$ cat src/rtl/fetch_unit.sv
`default_nettype none
// +--------------------------------------------------------------------------+
// | fetch_unit : in-order instruction fetch with a 2-entry {pc, insn} buffer, |
// |              wrong-path response dropping and redirect handling.         |
// | Revision   : 1.0                                                         |
// +--------------------------------------------------------------------------+
module fetch_unit #(
    parameter logic [31:0] RESET_PC = 32'h0000_0000,
    parameter logic [31:0] NOP_INSN = 32'h0000_0013
) (
    input  logic        CLK,
    input  logic        RST,
    output logic        IMEM_REQ,
    output logic [31:0] IMEM_ADDR,
    input  logic        IMEM_GNT,
    input  logic        IMEM_RVALID,
    input  logic [31:0] IMEM_RDATA,
    input  logic        STALL,
    input  logic        CONDITIONAL_JUMP,
    input  logic        MRET,
    input  logic        REDIRECT_VALID,
    input  logic [31:0] REDIRECT_PC,
    output logic        DECODER_ENABLED,
    output logic [31:0] INSTRUCTION,
    output logic [31:0] PC
);

    typedef enum logic [0:0] {
        S_FETCH         = 1'b0,
        S_WAIT_REDIRECT = 1'b1
    } state_t;

    state_t      r_state;
    logic [31:0] r_fifo_pc   [2];
    logic [31:0] r_fifo_insn [2];
    logic        r_rd_ptr;
    logic        r_wr_ptr;
    logic [1:0]  r_count;
    logic [1:0]  r_outstanding;
    logic [1:0]  r_drop;
    logic [31:0] r_fetch_pc;
    logic [31:0] r_last_pc;

    logic        w_empty;
    logic        w_req;
    logic        w_grant;
    logic        w_issue;
    logic        w_jump;
    logic        w_flush;
    logic        w_rsp_keep;
    logic        w_rsp_drop;
    logic        w_push;
    logic [1:0]  w_out_next;
    logic [31:0] w_rsp_pc;
    logic [31:0] w_head_pc;
    logic        w_unused_redirect_lsb;

    assign w_unused_redirect_lsb = ^REDIRECT_PC[1:0];

    assign w_empty    = (r_count == 2'd0);
    assign w_req      = !RST && (r_state == S_FETCH) && !REDIRECT_VALID
                        && (({1'b0, r_outstanding} + {1'b0, r_count}) < 3'd2);
    assign w_grant    = w_req && IMEM_GNT;
    assign w_issue    = (r_state == S_FETCH) && !w_empty && !STALL && !REDIRECT_VALID;
    assign w_jump     = w_issue && (CONDITIONAL_JUMP || MRET);
    assign w_flush    = REDIRECT_VALID || w_jump;
    assign w_rsp_keep = IMEM_RVALID && (r_drop == 2'd0);
    assign w_rsp_drop = IMEM_RVALID && (r_drop != 2'd0);
    assign w_push     = w_rsp_keep && !w_flush;
    assign w_out_next = r_outstanding + {1'b0, w_grant} - {1'b0, IMEM_RVALID};

    // Kept responses are always the newest requests, so the oldest live one
    // sits exactly 'outstanding' words behind the next fetch address.
    assign w_rsp_pc   = r_fetch_pc - {28'd0, r_outstanding, 2'b00};
    assign w_head_pc  = r_fifo_pc[r_rd_ptr];

    assign IMEM_REQ        = w_req;
    assign IMEM_ADDR       = r_fetch_pc;
    assign DECODER_ENABLED = w_issue;
    assign INSTRUCTION     = w_empty ? NOP_INSN : r_fifo_insn[r_rd_ptr];
    assign PC              = w_empty ? r_last_pc : w_head_pc;

    always_ff @(posedge CLK or posedge RST) begin
        if (RST) begin
            r_state        <= S_FETCH;
            r_fifo_pc[0]   <= '0;
            r_fifo_pc[1]   <= '0;
            r_fifo_insn[0] <= '0;
            r_fifo_insn[1] <= '0;
            r_rd_ptr       <= 1'b0;
            r_wr_ptr       <= 1'b0;
            r_count        <= 2'd0;
            r_outstanding  <= 2'd0;
            r_drop         <= 2'd0;
            r_fetch_pc     <= RESET_PC;
            r_last_pc      <= RESET_PC;
        end else begin
            r_outstanding <= w_out_next;

            if (REDIRECT_VALID) begin
                r_fetch_pc <= {REDIRECT_PC[31:2], 2'b00};
            end else if (w_grant) begin
                r_fetch_pc <= r_fetch_pc + 32'd4;
            end

            if (w_issue) begin
                r_last_pc <= w_head_pc;
            end

            // Every request still in flight after a flush is wrong-path.
            if (w_flush) begin
                r_count  <= 2'd0;
                r_rd_ptr <= 1'b0;
                r_wr_ptr <= 1'b0;
                r_drop   <= w_out_next;
                r_state  <= REDIRECT_VALID ? S_FETCH : S_WAIT_REDIRECT;
            end else begin
                if (w_push) begin
                    r_fifo_pc[r_wr_ptr]   <= w_rsp_pc;
                    r_fifo_insn[r_wr_ptr] <= IMEM_RDATA;
                    r_wr_ptr              <= ~r_wr_ptr;
                end
                if (w_issue) begin
                    r_rd_ptr <= ~r_rd_ptr;
                end
                r_count <= r_count + {1'b0, w_push} - {1'b0, w_issue};
                if (w_rsp_drop) begin
                    r_drop <= r_drop - 2'd1;
                end
            end
        end
    end

endmodule
`default_nettype wire

$ cat config.mk
export PLATFORM = sky130hd
export DESIGN_NAME = fetch_unit
export DESIGN_NICKNAME = d
export VERILOG_FILES = /design/src/rtl/fetch_unit.sv
export SDC_FILE = /design/constraint.sdc
export NUM_CORES = 1
export LEC_CHECK = 0
export CAP_MARGIN = 10
export CELL_PAD_IN_SITES_DETAIL_PLACEMENT = 2
export CELL_PAD_IN_SITES_GLOBAL_PLACEMENT = 2
export CORE_MARGIN = 2
export CORE_UTILIZATION = 32
export DETAILED_ROUTE_END_ITERATION = 7
export PLACE_DENSITY_LB_ADDON = 0.1
export SKIP_CTS_REPAIR_TIMING = 1
export SLEW_MARGIN = 40
export SYNTH_ARGS = -nofsm -noshare
export SYNTH_HDL_FRONTEND = slang
export SYNTH_SLANG_ARGS = --single-unit
export TNS_END_PERCENT = 20
$ cat constraint.sdc
create_clock -name CLK -period 7.9 [get_ports CLK]
set_input_delay 0.79 -clock CLK [delete_from_list [all_inputs] [get_ports CLK]]
set_output_delay 0.79 -clock CLK [all_outputs]
set_load 0.005 [all_outputs]
; Word-level counts from Yosys, hierarchy flattened
; Cells that the tools add are included.
[word_totals]
ff_bits = 201
input_bits = 72
output_inout_bits = 98
word_cells = 79
[op_classes]
addsub = 8
n_lt_le_gt_ge = 4
muxes = 22
n_bitwise = 6
n_reduce_logical = 27
[op_table]
columns = op, n
row1 = $mux W32, 11
row2 = $bwmux W64, 2
row3 = $add A32 B3 Y32 const B, 1
row4 = $demux W32 S1, 1
row5 = $sub A32 B4 Y32, 1
row6 = $logic_and A1 B1 Y1, 12
row7 = $reduce_bool A2 Y1, 5
row8 = $mux W2, 3
row9 = $logic_not A1 Y1, 5
row10 = $mux W1, 5
row11 = $add A2 B1 Y2, 2
row12 = $ge A2 B2 Y1 const B, 2
row13 = $logic_not A2 Y1, 2
row14 = $not A1 Y1, 4
row15 = $not A1 Y2, 2
row16 = $sub A2 B1 Y2, 2
row17 = $add A2 B2 Y3, 1
row18 = $lt A3 B2 Y1 const B, 1
row19 = $logic_or A1 B1 Y1, 2
row20 = $lt A2 B1 Y1 const B, 1
row21 = $reduce_and A2 Y1, 1
row22 = $sub A2 B1 Y2 const B, 1

; Logic depth before layout (Yosys ltp)
; Gate-level depths: netlist of the first run.
[depth]
word_depth = 12
depth_mapped = 13
ltp_nobuf = 11

; Least setup slack after synthesis of the first run
; OpenSTA, ideal clock, no wires.
[synth_timing]
path_kind = flip-flop to flip-flop
from = register r_count[0]
to = register r_drop[1]
setup_time_ns = 0.125
arrival_ns = 3.175
t_required_ns = 7.775
setup_slack_ns = 4.600
path_stages_with_launch = 13
n_path_buf = 1
synth_period_minus_slack_ns = 3.300
cell_sequence = dfrtp_1 and2_1 fa_1 or4b_2 nor2_1 clkinv_1 clkbuf_1 ha_1 inv_1 ha_1 xnor2_1 xnor2_1 mux2_2
[synth_via]
elab_cells_between_ends = 15
cone_classes = 3 x add/sub / 1 x order compare / 1 x mux / 10 x reduce/logical
[synth_rtl]
columns = item, line
row1 = start: declaration, 38  ; logic [1:0] r_count;
row2 = start signal: assignment, 126  ; r_count <= r_count + {1'b0, w_push} - {1'b0, w_issue};
row3 = $add A2 B2 Y3, 62  ; && (({1'b0, r_outstanding} + {1'b0, r_count}) < 3'd2);
row4 = $lt A3 B2 Y1, 62
row5 = $logic_and A1 B1 Y1, 62
row6 = $logic_and A1 B1 Y1, 63  ; assign w_grant = w_req && IMEM_GNT;
row7 = $add A2 B1 Y2, 70  ; assign w_out_next = r_outstanding + {1'b0, w_grant} - {1'b0, IMEM_RVALID};
row8 = $sub A2 B1 Y2, 70
row9 = via w_out_next[1], 53  ; logic [1:0] w_out_next;
row10 = $mux W2, 111  ; if (w_flush) begin
row11 = end signal: assignment, 115  ; r_drop <= w_out_next;
row12 = end signal: assignment, 128  ; r_drop <= r_drop - 2'd1;
row13 = end: declaration, 40  ; logic [1:0] r_drop;
; The timed path passes the listed nets, and every way through them passes these cells.
; A chain may end at the register's enable or synchronous reset.

; Final worst setup path of the first run
; Same ends and word-level chain as after synthesis.

==> metrics, run 1 <==
status=complete, no violations; relative slew slack=0.4278; synthesized area per cell=9.150 µm²; Leak=5.085 nW; vias in the first global route=8386; worst min path class=reg -> reg; unrepaired setup endpoints after global routing=no; layout cells sized above 1=0.07777; iteration-0 DRC count of the detailed router=444; Placed Area=11640 µm²; Via density=5.082; top-area cell type share of the netlist area=0.4979; Final Hold Vio Count=0; Highest Clock Rate=0.2306 GHz; Design Area, Final=12180 µm²; worst path cell trace=and2_1 -> fa_1 -> or4b_2 -> nor2_1 -> buf_4 -> clkinv_1 -> ha_1 -> inv_1 -> ha_1 -> xnor2_1 -> xnor2_1 -> mux2_2; Max rail drop VDD=0.1204 mV; max-slew violations=0; Layout fillers=3207; DRC=0; most frequent cell after synthesis=nand2_1; EDFF count, synth=0; Clock Skew=15.84 ps; area taken by multi-input logic gates=4532 µm²; Diodes inserted=0; Synth Instances=1060; Mapped Area=9699 µm²; WL/cell=18.59 µm; Async S/R FF share, synth=1.000; largest area contributor in the synthesized netlist=dfrtp_1; Yosys reg bits=193; critical path's largest stage delay=700 ps; antenna violations before repair=0; DP Wirelength=19690 µm; first-pass GRT wire length=47020 µm; Most used DFF post-synth=dfrtp_1; largest net degree at the start of global routing=133; final wirelength=29240 µm; clock latency on the worst-skew pair=440 ps; sum of negative setup slack=0 ps; Storage cell area=4833 µm²; library cells used by synthesis=56; PortBufs=163; Crit Path Class=reg -> reg; Top-Level Pins=170; die area=31720 µm²; Worst Setup SP=r_count[0]; Detail Route Antenna Nets=0; CP Launch Type=flip-flop; Clk pin slew, worst setup/hold paths=70 ps; Layout Utilization=0.4098; max-cap viol count=0; critical path arrival=4660 ps; Starting Density=0.3264; gr ovfl total=0; Total Routing Usage GR=0.1903; Commonest cells post-synth=nand2_1 (232), dfrtp_1 (193), o21ai_0 (106); setup violators final=0; Final Wtd Congestion=0.7477; Synth area leaders=dfrtp_1 (50%), nand2_1 (9.0%), mux2i_1 (7.0%); htree depth=4; Die Ht=178.1 µm; clk buf depth=2; critical path's slowest cell=or4b_2; CTS tree=built; CTS Root Cell=clkbuf_16; via count=7994; synth warn=0; Slew @ Worst Pin=858.2 ps; # rows=63; CTS Buf Count=17; hold wc startpoint=r_fifo_pc[5]; CP max FO=28; period utilization=0.5490; r2r startpoint=r_count[0]; core footprint=29720 µm²; Reg2Reg Setup Slack=3560 ps; Pre-Repair DR Iteration Count=4; Seq/Total Area, Yosys=0.4979; clk sink count=193; area grow syn2layout=25.55%; Cell Pwr Density=311.1 nW/µm²; worst path required time=8220 ps; crit end category=flip-flop; minimum clock period=4337 ps; Die W=178.1 µm; Final nets=1253
sequential cells by signal (all words and copies together) (netlist names):
| signal | count |
|---|---|
| r_fifo_pc | 60 |
| r_outstanding | 2 |
| r_fifo_insn | 64 |
| r_wr_ptr | 1 |
| r_last_pc | 30 |
| r_state | 1 |
| r_count | 2 |
| IMEM_ADDR | 30 |
| r_drop | 2 |
| r_rd_ptr | 1 |
cell usage in the layout (no fill, tap or decap), types with 14 or more instances in the layout:
master and n:
a21oi_1 40, clkbuf_16 17, clkdlybuf4s50_1 163, dfrtp_1 192, inv_1 14, mux2_2 34, mux2i_1 68, nand2_1 232
nand3_1 23, nand4_1 18, nor2_1 93, o21ai_0 106, xnor2_1 18, xor2_1 16
per-stage QoR:
step	instances	worst slack [ps]	hold WS, ps	total power, mW
after floorplan	1063	1854	445.4	2.336
after global placement	1542	3232	459.6	2.947
after detailed placement	1542	3107	469.2	3.023
after CTS	1573	3552	486.7	3.864
after global routing	1573	3342	509.9	4.104
final	1573	3563	478.8	3.789
critical path, delay by kind of cell (launching register included):
| kind | cells | cell delay (ps) |
|---|---|---|
| DFF | 1 | 440 |
| and+or+nand+nor | 3 | 1010 |
| adders and majority gates | 3 | 1210 |
| muxes | 1 | 280 |
| buffers and inverters | 3 | 1010 |
| xor gates and xnor gates | 2 | 280 |
routing by layer:
layer,share of wire,global-route usage
met1,0.51,0.2817
met2,0.45,0.2891
met3,0.034,0.03303
met4,0.0068,0.04337
met5,0,0
final cells by class:
type | instances | share of cell area
inverters | 16 | 0.005959
flip-flops and latches | 193 | 0.3969
clock inverters | 8 | 0.004829
clock buffers | 23 | 0.03843
repair buffers | 174 | 0.1417
well taps | 390 | 0.04007
multi-input cells | 769 | 0.3721
cells by family (layout without fill, tap and decap cells):
family,after synthesis,in the layout,synth area share
and+or+nand+nor,428,428,0.1934
xor gates and xnor gates,34,34,0.03070
DFF,193,193,0.4979
adders and majority gates,10,10,0.01445
AOI/OAI and AO/OA,191,191,0.1117
buffers and inverters,101,221,0.04179
muxes,102,102,0.1096
other,1,4,0.0003866
power by group:
part / switching (mW) / internal (mW) / total (mW)
Combinational: 0.673 / 0.701 / 1.37
Clock: 0.387 / 0.419 / 0.806
Sequential: 0.253 / 1.36 / 1.61
Total: 1.31 / 2.48 / 3.79
final timing paths:
| path | end | cells after the start |
|---|---|---|
| worst min register to register | r_fifo_pc[5] | 2 |
| worst max-delay path | r_drop[1] | 12 |
| worst max register to register | r_drop[1] | 12 |
| max in group asynchronous | r_fifo_pc[29] | 3 |
| worst min-delay path | r_fifo_pc[5] | 2 |
| min in group asynchronous | r_fifo_insn[25] | 2 |
Power figures use the tool's default switching activity.
==> run 2, diff against run 1 <==
- CORE_UTILIZATION: 32 -> 29
- clock period: 7.9 -> 3.9 ns (I/O delays scaled with it)
==> run 2 against run 1 <==
Effect of this change:
- critical path depth decreased by 1
- clock power up 120%
- maximum frequency increased by 33%
- cell area increased by 1.9%
- die area is 10% higher
- final cell count up 4.1%
- sequential share of layout area is 0.76 points lower
- sequential power increased by 100%
- routed wire length rose by 3.3%
- register-to-register slack got worse by 2900 ps
- setup slack worse by 2900 ps
- power rose by 110%
==> metrics, run 2 (same netlist as run 1, synthesis figures left out) <==
status=complete, no violations; unrepaired setup endpoints after global routing=no; area grow syn2layout=27.99%; CP max FO=5 (-82%); largest net degree at the start of global routing=138 (+3.8%); Final Wtd Congestion=0.7198 (-3.7%); clk sink count=193 (unchanged); Pre-Repair DR Iteration Count=4 (unchanged); critical path arrival=3580 ps (-1080 ps); max-slew violations=0 (unchanged); via count=8125 (+1.6%); vias in the first global route=8695 (+3.7%); die area=34920 µm² (+10%); DRC=0 (unchanged); internal power=5.153 mW (+110%); clock latency on the worst-skew pair=450 ps (about the same); Crit Path Class=reg -> reg; core footprint=32700 µm² (+10%); largest reg by FF count=r_fifo_insn; Die Ht=186.9 µm (+4.9%); Total Routing Usage GR=0.1770 (-0.01324); Max rail drop VDD=0.3328 mV (+180%); Diodes inserted=0 (unchanged); critical path's largest stage delay=700 ps (about the same); commonest non-fill, non-tap cell in the layout=nand2_1; register share of total power=0.412 (-0.013); PortBufs=163 (unchanged); Starting Density=0.2966 (-0.02978); final wirelength=30190 µm (+3.3%); Clk pwr share=0.227 (+0.014); Leak=5.177 nW (+1.8%); worst path cell trace=and2_1 -> fa_1 -> or4b_2 -> nor2_1 -> clkinv_1 -> ha_1 -> inv_1 -> ha_1 -> xnor2_1 -> xnor2_1 -> mux2_2; Slew @ Worst Pin=695.4 ps (-162.8 ps); first-pass GRT wire length=49380 µm (+5.0%); Psw=2.736 mW (+110%); clk buf depth=2 (unchanged); Top Registers=r_fifo_insn x64, r_fifo_pc x60; CTS Buf Count=17 (unchanged); Clock Skew=12.95 ps (-2.890 ps); Overall Power=7.889 mW (+110%); iteration-0 DRC count of the detailed router=433 (-2.5%); period utilization=0.8339 (+0.2849); Clk pin slew, worst setup/hold paths=70 ps (about the same); crit end category=flip-flop; minimum clock period=3252 ps (-1085 ps); worst path required time=4230 ps (-3990 ps); Detail Route Antenna Nets=0 (unchanged); CTS Root Cell=clkbuf_16; Top-Level Pins=170 (unchanged); WL/cell=18.44 µm (-0.76%); switching part of the total=0.3468 (about the same); Via density=4.963 (-2.3%); gr ovfl total=0 (unchanged); htree depth=4 (unchanged); critical path's slowest cell=or4b_2; antenna violations before repair=0 (unchanged); layout cells sized above 1=0.08787 (+0.01010); relative slew slack=0.5347 (+0.1068); Final nets=1265 (+0.96%); DP Wirelength=20830 µm (+5.8%); power share of the combinational group=0.361 (about the same); setup violators final=0 (unchanged); max reg flops=64 (unchanged); most frequent cells in the layout=nand2_1 (232), dfrtp_1 (192), clkdlybuf4s50_1 (163); Highest Clock Rate=0.3075 GHz (+33%); sum of negative setup slack=0 ps (unchanged); worst min path class=in -> async; CP Launch Type=flip-flop; max-cap viol count=0 (unchanged); Final Hold Vio Count=0 (unchanged); Die W=186.9 µm (+4.9%); # rows=66 (+4.8%); CTS tree=built; Cell Pwr Density=635.5 nW/µm² (+100%)
[run 2: worst max-delay path: cells and delay by family, from the launching register on]
family	cells	cell delay [ps]
xor+xnor	2	290
fa+ha+maj	3	930
buf+inv	2	150
flops	1	450
mux	1	270
simple gates	3	1040
[run 2: final timing paths]
path	start	endpoint	slack, ps	depth (start not counted)
hold reg to reg	r_fifo_insn[8]	r_fifo_insn[8]	480	2
hold / removal	RST	IMEM_ADDR[2]	470	3
setup / recovery	r_count[0]	r_drop[1]	650	11
setup reg to reg	r_count[0]	r_drop[1]	650	11
min in group CLK	r_fifo_insn[8]	r_fifo_insn[8]	480	2
max in group asynchronous	RST	r_last_pc[17]	2660	4
[run 2: through the flow]
step                      instances    util  hold WS [ps]  cell area (µm²)  setup slack [ps]
final                          1637  0.3796         468.6            12410             647.8
after floorplan                1063       -         445.4             9714             600.0
after detailed placement       1605  0.3610         466.8            11810             713.7
after CTS                      1636  0.3787         479.5            12380             619.3
after global placement         1604  0.3601         458.2            11780             710.0
after global routing           1637  0.3796         496.8            12410             440.5
[run 2: routing by layer]
layer / vias to the layer above / part of all wire / GRT usage
li1: 3856 / - / -
met1: 4133 / 0.52 / 0.2585
met2: 121 / 0.44 / 0.2742
met3: 15 / 0.032 / 0.03058
met4: 0 / 0.0088 / 0.03846
met5: - / 0 / 0
[run 2: power groups by stage]
| stage | registers [mW] | clock network [mW] | logic [mW] |
|---|---|---|---|
| finish | 3.25 | 1.79 | 2.85 |
| global route | 3.37 | 1.92 | 3.24 |
| CTS | 3.26 | 1.86 | 2.92 |
| detailed placement | 3.30 | 0 | 2.89 |
| global placement | 3.25 | 0 | 2.78 |
| floorplan | 3.09 | 0 | 1.64 |
[run 2: area by class of cell]
type / instances / area, µm²
flip-flops and latches: 193 / 4833
well taps: 442 / 553.0
clock buffers: 18 / 439.2
clock inverters: 13 / 138.9
inverters: 16 / 63.81
repair buffers: 186 / 1866
fillers: 3644 / 20290
multi-input cells: 769 / 4521
